[src/rtl/alu_seq_pkg.sv]
// Shared opcode encodings and FSM state type for the sequential ALU core.
package alu_seq_pkg;

   localparam logic [3:0] OP_ADD = 4'b0000;
   localparam logic [3:0] OP_SUB = 4'b1111;
   localparam logic [3:0] OP_AND = 4'b0001;
   localparam logic [3:0] OP_OR  = 4'b0010;
   localparam logic [3:0] OP_XOR = 4'b0100;
   localparam logic [3:0] OP_EQ  = 4'b1000;
   localparam logic [3:0] OP_GT  = 4'b0011;
   localparam logic [3:0] OP_SHL = 4'b0110;
   localparam logic [3:0] OP_SHR = 4'b1100;
   localparam logic [3:0] OP_MUL = 4'b0101;

   typedef enum logic [1:0] {
      ST_IDLE = 2'd0,
      ST_MUL  = 2'd1,
      ST_DONE = 2'd2
   } state_t;

endpackage

[src/rtl/alu_seq_mul.sv]
// Iterative shift-add multiplier: one multiplier bit per cycle, WIDTH cycles per product.
module alu_seq_mul #(
   parameter int unsigned WIDTH = 8
) (
   input  logic               clk,
   input  logic               rst_n,
   input  logic               start,
   input  logic [WIDTH-1:0]   a,
   input  logic [WIDTH-1:0]   b,
   output logic               busy,
   output logic               done,
   output logic [2*WIDTH-1:0] product
);

   localparam int unsigned CW = (WIDTH > 2) ? $clog2(WIDTH) : 1;

   logic [2*WIDTH-1:0] mcand_q;
   logic [2*WIDTH-1:0] acc_q;
   logic [2*WIDTH-1:0] acc_next;
   logic [WIDTH-1:0]   mplier_q;
   logic [CW-1:0]      count_q;
   logic               busy_q;

   assign acc_next = mplier_q[0] ? (acc_q + mcand_q) : acc_q;
   // done coincides with the final iteration so the product is taken straight from acc_next
   assign done     = busy_q && (count_q == CW'(WIDTH - 1));
   assign busy     = busy_q;
   assign product  = acc_next;

   always_ff @(posedge clk or negedge rst_n) begin
      if (!rst_n) begin
         mcand_q  <= '0;
         acc_q    <= '0;
         mplier_q <= '0;
         count_q  <= '0;
         busy_q   <= 1'b0;
      end else if (start) begin
         mcand_q  <= {{WIDTH{1'b0}}, a};
         acc_q    <= '0;
         mplier_q <= b;
         count_q  <= '0;
         busy_q   <= 1'b1;
      end else if (busy_q) begin
         acc_q    <= acc_next;
         mcand_q  <= mcand_q << 1;
         mplier_q <= mplier_q >> 1;
         count_q  <= count_q + CW'(1);
         if (done) begin
            busy_q <= 1'b0;
         end
      end
   end

endmodule

[src/rtl/alu_seq_core.sv]
// Handshaked ALU core: single-cycle ops complete in one cycle, MUL uses the iterative multiplier.
module alu_seq_core
   import alu_seq_pkg::*;
#(
   parameter int unsigned WIDTH = 8
) (
   input  logic               clk,
   input  logic               rst_n,
   input  logic               in_valid,
   output logic               in_ready,
   input  logic [WIDTH-1:0]   a,
   input  logic [WIDTH-1:0]   b,
   input  logic [3:0]         sel,
   output logic               out_valid,
   input  logic               out_ready,
   output logic [2*WIDTH-1:0] result,
   output logic               flag_zero,
   output logic               flag_carry,
   output logic               flag_illegal
);

   localparam int unsigned SHW = $clog2(2 * WIDTH);

   state_t state_q, state_d;

   logic [2*WIDTH-1:0] result_q, result_d;
   logic               zero_q, carry_q, illegal_q;
   logic               carry_d, illegal_d, load;

   logic [2*WIDTH-1:0] op_res;
   logic               op_carry, op_illegal;
   logic [WIDTH:0]     sum, diff;
   logic [2*WIDTH-1:0] a_ext;

   logic               mul_start, mul_busy, mul_done;
   logic [2*WIDTH-1:0] mul_product;

   alu_seq_mul #(
      .WIDTH (WIDTH)
   ) u_mul (
      .clk     (clk),
      .rst_n   (rst_n),
      .start   (mul_start),
      .a       (a),
      .b       (b),
      .busy    (mul_busy),
      .done    (mul_done),
      .product (mul_product)
   );

   assign sum   = {1'b0, a} + {1'b0, b};
   assign diff  = {1'b0, a} - {1'b0, b};
   assign a_ext = {{WIDTH{1'b0}}, a};

   always_comb begin
      op_res     = '0;
      op_carry   = 1'b0;
      op_illegal = 1'b0;
      case (sel)
         OP_ADD: begin
            op_res   = {{(WIDTH-1){1'b0}}, sum};
            op_carry = sum[WIDTH];
         end
         OP_SUB: begin
            op_res   = {{WIDTH{1'b0}}, diff[WIDTH-1:0]};
            op_carry = diff[WIDTH];
         end
         OP_AND:  op_res = {{WIDTH{1'b0}}, a & b};
         OP_OR:   op_res = {{WIDTH{1'b0}}, a | b};
         OP_XOR:  op_res = {{WIDTH{1'b0}}, a ^ b};
         OP_EQ:   op_res = (a == b) ? '1 : '0;
         OP_GT:   op_res = (a > b) ? '1 : '0;
         OP_SHL:  op_res = a_ext << b[SHW-1:0];
         OP_SHR:  op_res = a_ext >> b[SHW-1:0];
         default: op_illegal = 1'b1;
      endcase
   end

   always_ff @(posedge clk or negedge rst_n) begin
      if (!rst_n) begin
         state_q <= ST_IDLE;
      end else begin
         state_q <= state_d;
      end
   end

   always_comb begin
      state_d   = state_q;
      mul_start = 1'b0;
      load      = 1'b0;
      result_d  = op_res;
      carry_d   = op_carry;
      illegal_d = op_illegal;
      case (state_q)
         ST_IDLE: begin
            if (in_valid) begin
               if (sel == OP_MUL) begin
                  mul_start = 1'b1;
                  state_d   = ST_MUL;
               end else begin
                  load    = 1'b1;
                  state_d = ST_DONE;
               end
            end
         end
         ST_MUL: begin
            result_d  = mul_product;
            carry_d   = 1'b0;
            illegal_d = 1'b0;
            if (mul_done) begin
               load    = 1'b1;
               state_d = ST_DONE;
            end else if (!mul_busy) begin
               state_d = ST_IDLE;
            end
         end
         ST_DONE: begin
            if (out_ready) begin
               state_d = ST_IDLE;
            end
         end
         default: state_d = ST_IDLE;
      endcase
   end

   always_ff @(posedge clk or negedge rst_n) begin
      if (!rst_n) begin
         result_q  <= '0;
         zero_q    <= 1'b0;
         carry_q   <= 1'b0;
         illegal_q <= 1'b0;
      end else if (load) begin
         result_q  <= result_d;
         zero_q    <= (result_d == '0);
         carry_q   <= carry_d;
         illegal_q <= illegal_d;
      end
   end

   assign in_ready     = (state_q == ST_IDLE);
   assign out_valid    = (state_q == ST_DONE);
   assign result       = result_q;
   assign flag_zero    = zero_q;
   assign flag_carry   = carry_q;
   assign flag_illegal = illegal_q;

endmodule
[config.mk]
export PLATFORM = sky130hd
export DESIGN_NAME = alu_seq_core
export DESIGN_NICKNAME = d
export VERILOG_FILES = /design/src/rtl/alu_seq_pkg.sv /design/src/rtl/alu_seq_mul.sv /design/src/rtl/alu_seq_core.sv
export SDC_FILE = /design/constraint.sdc
export NUM_CORES = 1
export LEC_CHECK = 0
export CAP_MARGIN = 20
export CORE_AREA = 5 5 111 124
export DETAILED_ROUTE_END_ITERATION = 6
export DIE_AREA = 0 0 116 129
export DONT_BUFFER_PORTS = 1
export PLACE_DENSITY_LB_ADDON = 0.3
export SYNTH_ARGS = -nofsm -noshare
export SYNTH_HDL_FRONTEND = slang
export SYNTH_SLANG_ARGS = --single-unit
[constraint.sdc]
create_clock -name clk -period 6.45 [get_ports clk]
set_input_delay 0.645 -clock clk [delete_from_list [all_inputs] [get_ports clk]]
set_output_delay 0.645 -clock clk [all_outputs]
set_load 0.01 [all_outputs]
Word level (Yosys, flattened, before mapping)
Cells that the tools add are included.
{ "classes": {"shifts": 2, "n_eq_ne": 16, "bitwise": 3, "n_reduce_logical": 7, "add_sub_neg": 4, "n_lt_le_gt_ge": 1, "mux": 33} }
{ "ops": {"columns": ["operator", "n"], "rows": [
  ["$pmux W16 S9", 1],
  ["$mux W16", 8],
  ["$add A16 B16 Y16", 1],
  ["$logic_not A16 Y1", 1],
  ["$mux W8", 2],
  ["$shl A8 B4 Y16", 1],
  ["$shr A8 B4 Y16", 1],
  ["$eq A4 B3 Y1 const B", 3],
  ["$eq A4 B4 Y1 const B", 3],
  ["$mux W1", 12],
  ["$mux W2", 5],
  ["$add A8 B8 Y9", 1],
  ["$reduce_or A9 Y1", 1],
  ["$sub A8 B8 Y9", 1],
  ["$and A8 B8 Y8", 1],
  ["$eq A4 B2 Y1 const B", 2],
  ["$eq A8 B8 Y1", 1],
  ["$gt A8 B8 Y1", 1],
  ["$or A8 B8 Y8", 1],
  ["$xor A8 B8 Y8", 1],
  ["$mux W3", 2],
  ["$pmux W2 S3", 1],
  ["$eq A4 B1 Y1 const B", 1],
  ["$logic_not A4 Y1", 1],
  ["12 further kinds", 13]
]} }
{ "word_totals": {"inputBits": 24, "wordCells": 76, "out_inout_bits": 21, "ff_bits": 65} }

Longest topological paths before layout
{ "depth": {"depth_word": 5, "mapped_depth": 13, "depth_no_buf": 13} }

Modules after synthesis
Synthesis repeated with hierarchy kept, for this count alone.
{ "unflattened": {"cells_unflattened": 739, "area_unflattened_um2": 6119.6} }
{ "by_module_without_submodules": {"columns": ["mod", "area_per_inst_um2", "n_inst", "cells_each", "seq_area_each_um2"], "rows": [
  ["alu_seq_core", 3253.1, 1, 431, 525.5],
  ["alu_seq_mul", 2866.5, 1, 308, 1101.1]
]} }

Worst setup path after synthesis
OpenSTA, ideal clock, no wires.
{ "synth_timing": {"path_kind": "input to register", "start": "input b[2]", "end": "register zero_q, in the netlist flag_zero", "cell_stages": 13, "setup_slack_ns": 2.862, "n_path_buf": 2, "setup_time_ns": 0.092, "t_arrival_ns": 3.496, "required_ns": 6.358, "path_cell_list": "clkbuf_1 inv_2 ha_1 buf_2 nor3_2 nand3_1 mux2_4 a22oi_1 o221ai_1 or4_1 nor4b_2 nand3_1 o31ai_2"} }
{ "synth_between": {"elab_chain_cells": 5, "word_cells_on_any_way": 14, "classes_between": "add/sub: 2; order compare: 1; eq/ne: 1; shift: 2; mux: 4; bitwise: 3; reduce/logical: 1"} }
{ "synth_lines": {"columns": ["item", "line", "text"], "rows": [
  ["start, declared", "alu_seq_core.sv:12", "input logic [WIDTH-1:0] b,"],
  ["$gt A8 B8 Y1 or $eq A8 B8 Y1 (tied branches)", "alu_seq_core.sv:72, alu_seq_core.sv:71", null],
  ["$mux W16, on equally long branches", "alu_seq_core.sv:72, alu_seq_core.sv:71", null],
  ["$pmux W16 S9 *", "alu_seq_core.sv:59", "case (sel)"],
  ["$mux W16 *", "alu_seq_core.sv:94", "case (state_q)"],
  ["$logic_not A16 Y1 *", "alu_seq_core.sv:134", "zero_q <= (result_d == '0);"],
  ["end signal, assigned", "alu_seq_core.sv:134", null],
  ["end, declared", "alu_seq_core.sv:27", "logic zero_q, carry_q, illegal_q;"]
]} }
Mark *: on every way between the ends. The rest lies on a longest branch, timed or not.
A chain may end at the register's enable or synchronous reset.

Worst setup path after layout
{ "layout_timing": {"start": "register u_mul.acc_q[0]", "end": "register zero_q, in the netlist flag_zero"} }
{ "layout_between": {"elab_chain_cells": 4} }
{ "layout_lines": {"columns": ["item", "line", "text"], "rows": [
  ["start, declared", "alu_seq_mul.sv:18", "logic [2*WIDTH-1:0] acc_q;"],
  ["start signal, assigned", "alu_seq_mul.sv:44", "acc_q <= acc_next;"],
  ["$add A16 B16 Y16", "alu_seq_mul.sv:24", "assign acc_next = mplier_q[0] ? (acc_q + mcand_q) : acc_q;"],
  ["$mux W16 *", "alu_seq_mul.sv:24", null],
  ["$mux W16 *", "alu_seq_core.sv:94", null],
  ["$logic_not A16 Y1 *", "alu_seq_core.sv:134", null]
]} }
Marks and branches as above.

==> results.cfg <==
[outcome]
status = finished, final reports clean

[global_routing]
antenna_found_initial = 1
grt_pass1_vias = 5425
track_usage = 0.260
grt-ovfl-total = 0
grt_max_degree = 54
grt_pass1_wl_um = 30400

[sta]
fin_crit_sh = 0.569
tns_ns = 0
setup_viol = 0
drv_slew = 0
max_slew_margin = 0.259
worst_slew_pin_slew_ns = 1.10
rsz0062_at_grt = false
fmax_ghz = 0.273
hold_viol_final = 0
min_period_ns = 3.67
fin_worst_skew_ns = 0.0117

[yosys]
synth-edff-count = 0
syn_inst = 738
synth.top_cell.area_share = 0.269
syn_area_sq_um = 6060
ys.flop_type = dfrtp_1
seq_area_frac_synth = 0.269
yosys.area.top_type = dfrtp_1
synth_fp_nets = 807
ys_warn_count = 0
async_reset_ff_frac = 1.00
synth_area_leaders = dfrtp_1 (27%), ha_1 (8.7%), mux2i_1 (6.6%)
synth-seq-cells = 65
synth.distinct_cells = 79
syn_avg_cell_area_sq_um = 8.21

[job]
maxCapViolations = 0

[final_layout]
nets = 781
drive_gt1_frac = 0.0781
n_antenna_cell = 0
area_growth_pct = 7.09
seqCellArea_sq_um = 1630
fillers = 1168
finalInstanceArea_sq_um = 6490
layout_common_cells = nand2_1 (85), nor2_1 (71), dfrtp_1 (65)
layout_commonest_cell = nand2_1
multi_input_area_sq_um = 4120

[power_and_ir_drop]
powerDensity_nw_per_um2 = 353
power_leakage_nw = 2.76
irDropWorstVdd_uv = 239
power.total_mw = 2.29

[clock_tree]
ctsResizeCount = 0
clockBufferDepth = 2
clk_latency_ns = 0.34
clk_pin_slew_ns = 0.06
cts.htree.levels = 3
cts_made_buffers = 9
cts_tree = built
cts-root-buf = clkbuf_16
cts.sinks = 65

[placed_design]
dpl_cell_area_sq_um = 6090
port_buffers = 0
place.gp.congestion = 0.972
dp_hpwl_um = 14300

[critical_path]
startpoint_type = flop
crit_type = reg -> reg
slowest_stage = or4_1
crit_fanout = 3
setup.worst_path.start = u_mul.acc_q[0]
r2r_start = u_mul.acc_q[0]
end_kind = flop
worst_ep_required_time_ns = 6.70
cp.arrival_ns = 3.92
cp_cell_sequence = ha_1 -> fa_1 -> a211oi_1 -> o21ai_1 -> a221oi_2 -> mux2i_1 -> o221ai_1 -> or4_1 -> nor4b_2 -> nand3_1 -> o31ai_2
slowest_delay_ns = 0.59

[routing]
dr.first_iter.drc_count = 616
num_vias = 5635
wl_um = 19300
vias_per_cell = 6.45
drc = 0
detail_route.first_pass.iterations = 5
ant_nets = 0
wl_per_cell_um = 22.1

[hold_path]
hp-class = in -> async

[die]
ios = 45
core_area_sq_um = 12400
initial_core_util = 0.489
num_rows = 43
dieArea_sq_um = 15000
die_h_um = 129
die_x_um = 116
[synth_stat cells, types with 4 or more instances]
cell type  number
nor4b_1         4
clkbuf_1       33
nor2_1         72
o21ai_1         8
o31a_1          4
o221ai_1        4
a2bb2oi_1       5
a211o_1         4
inv_1          29
o31ai_1         7
nand2_1        85
mux2_2         16
a31oi_1         6
nand4_1         6
a21o_1          7
o211ai_1       12
nor2b_1        11
or3_1           4
a211oi_1       12
a22oi_1         4
dfrtp_1        65
o21ai_0        48
xor2_1          4
mux2i_1        40
nor3_1         17
o22ai_1         5
mux2_1          4
and2_1          5
a21oi_1        45
and3_1          8
nand3_1        12
nand2b_1       12
xnor2_1         9
buf_2          10
ha_1           42
[state kept, by name (all words and copies together), names as in the netlist]
| name | cells |
|---|---|
| u_mul.mplier_q | 8 |
| u_mul.busy | 1 |
| u_mul.mcand_q | 16 |
| u_mul.acc_q | 16 |
| flag_zero | 1 |
| state_q | 2 |
| flag_carry | 1 |
| flag_illegal | 1 |
| u_mul.count_q | 3 |
| result | 16 |
[metrics by stage]
step	setup slack [ns]	hold WS [ns]	util	cells
final	2.78	0.00495	0.524	874
after global routing	2.60	0.000314	0.524	874
after CTS	2.78	0.000407	0.522	872
after detailed placement	2.77	0.351	0.492	851
after global placement	2.85	0.351	0.492	851
after floorplan	2.86	0.349	-	738
[worst max-delay path, delay by kind of cell, from the launching register on]
kind / cells / cell delay (ns)
compound gates: 5 / 1.21
mux: 1 / 0.23
fa+ha+maj: 2 / 0.74
flops: 1 / 0.40
simple gates: 3 / 1.01
[final cells by class]
class,instances,area share
Tap cell,157,0.0303
Clock inverter,7,0.0147
Inverter,31,0.0179
Sequential cell,65,0.251
Timing Repair Buffer,11,0.0162
Multi-Input combinational cell,594,0.635
Clock buffer,9,0.0347
[report_power, final]
| group | internal, mW | switching, mW |
|---|---|---|
| logic | 0.446 | 0.618 |
| registers | 0.542 | 0.151 |
| clock network | 0.338 | 0.193 |
[repair_timing]
item	in CTS	in global routing
buffers inserted	0	0
endpoints found under the hold margin	16	6
hold buffers	5	1
[cells by family after synthesis]
group | after synthesis | share of synthesized area
multiplexers | 67 | 0.126
buffers and inverters | 79 | 0.0523
AO/OA/AOI/OAI | 208 | 0.228
AND/OR/NAND/NOR | 261 | 0.210
flip-flops | 65 | 0.269
XOR/XNOR | 13 | 0.0188
adder cells (fa/ha/maj) | 45 | 0.0967
[per-layer routing]
metal / GRT usage / wire length (um) / up-vias
met1: 0.346 / 8170 / 2722
met5: 0 / 11 / -
met2: 0.425 / 9050 / 225
met3: 0.0489 / 1450 / 43
li1: - / - / 2643
met4: 0.0874 / 654 / 2
[final timing paths]
kind	to	slack [ns]	depth (start not counted)
worst max-delay path	flag_zero	2.78	11
worst min-delay path	u_mul.mcand_q[13]	0.005	0
worst max register to register	flag_zero	2.78	11
worst min register to register	u_mul.count_q[2]	0.54	2
max in group asynchronous	u_mul.acc_q[14]	5.11	1
min in group clk	u_mul.mcand_q[6]	0.43	2
Note: power is estimated with default switching activity, not from simulation.
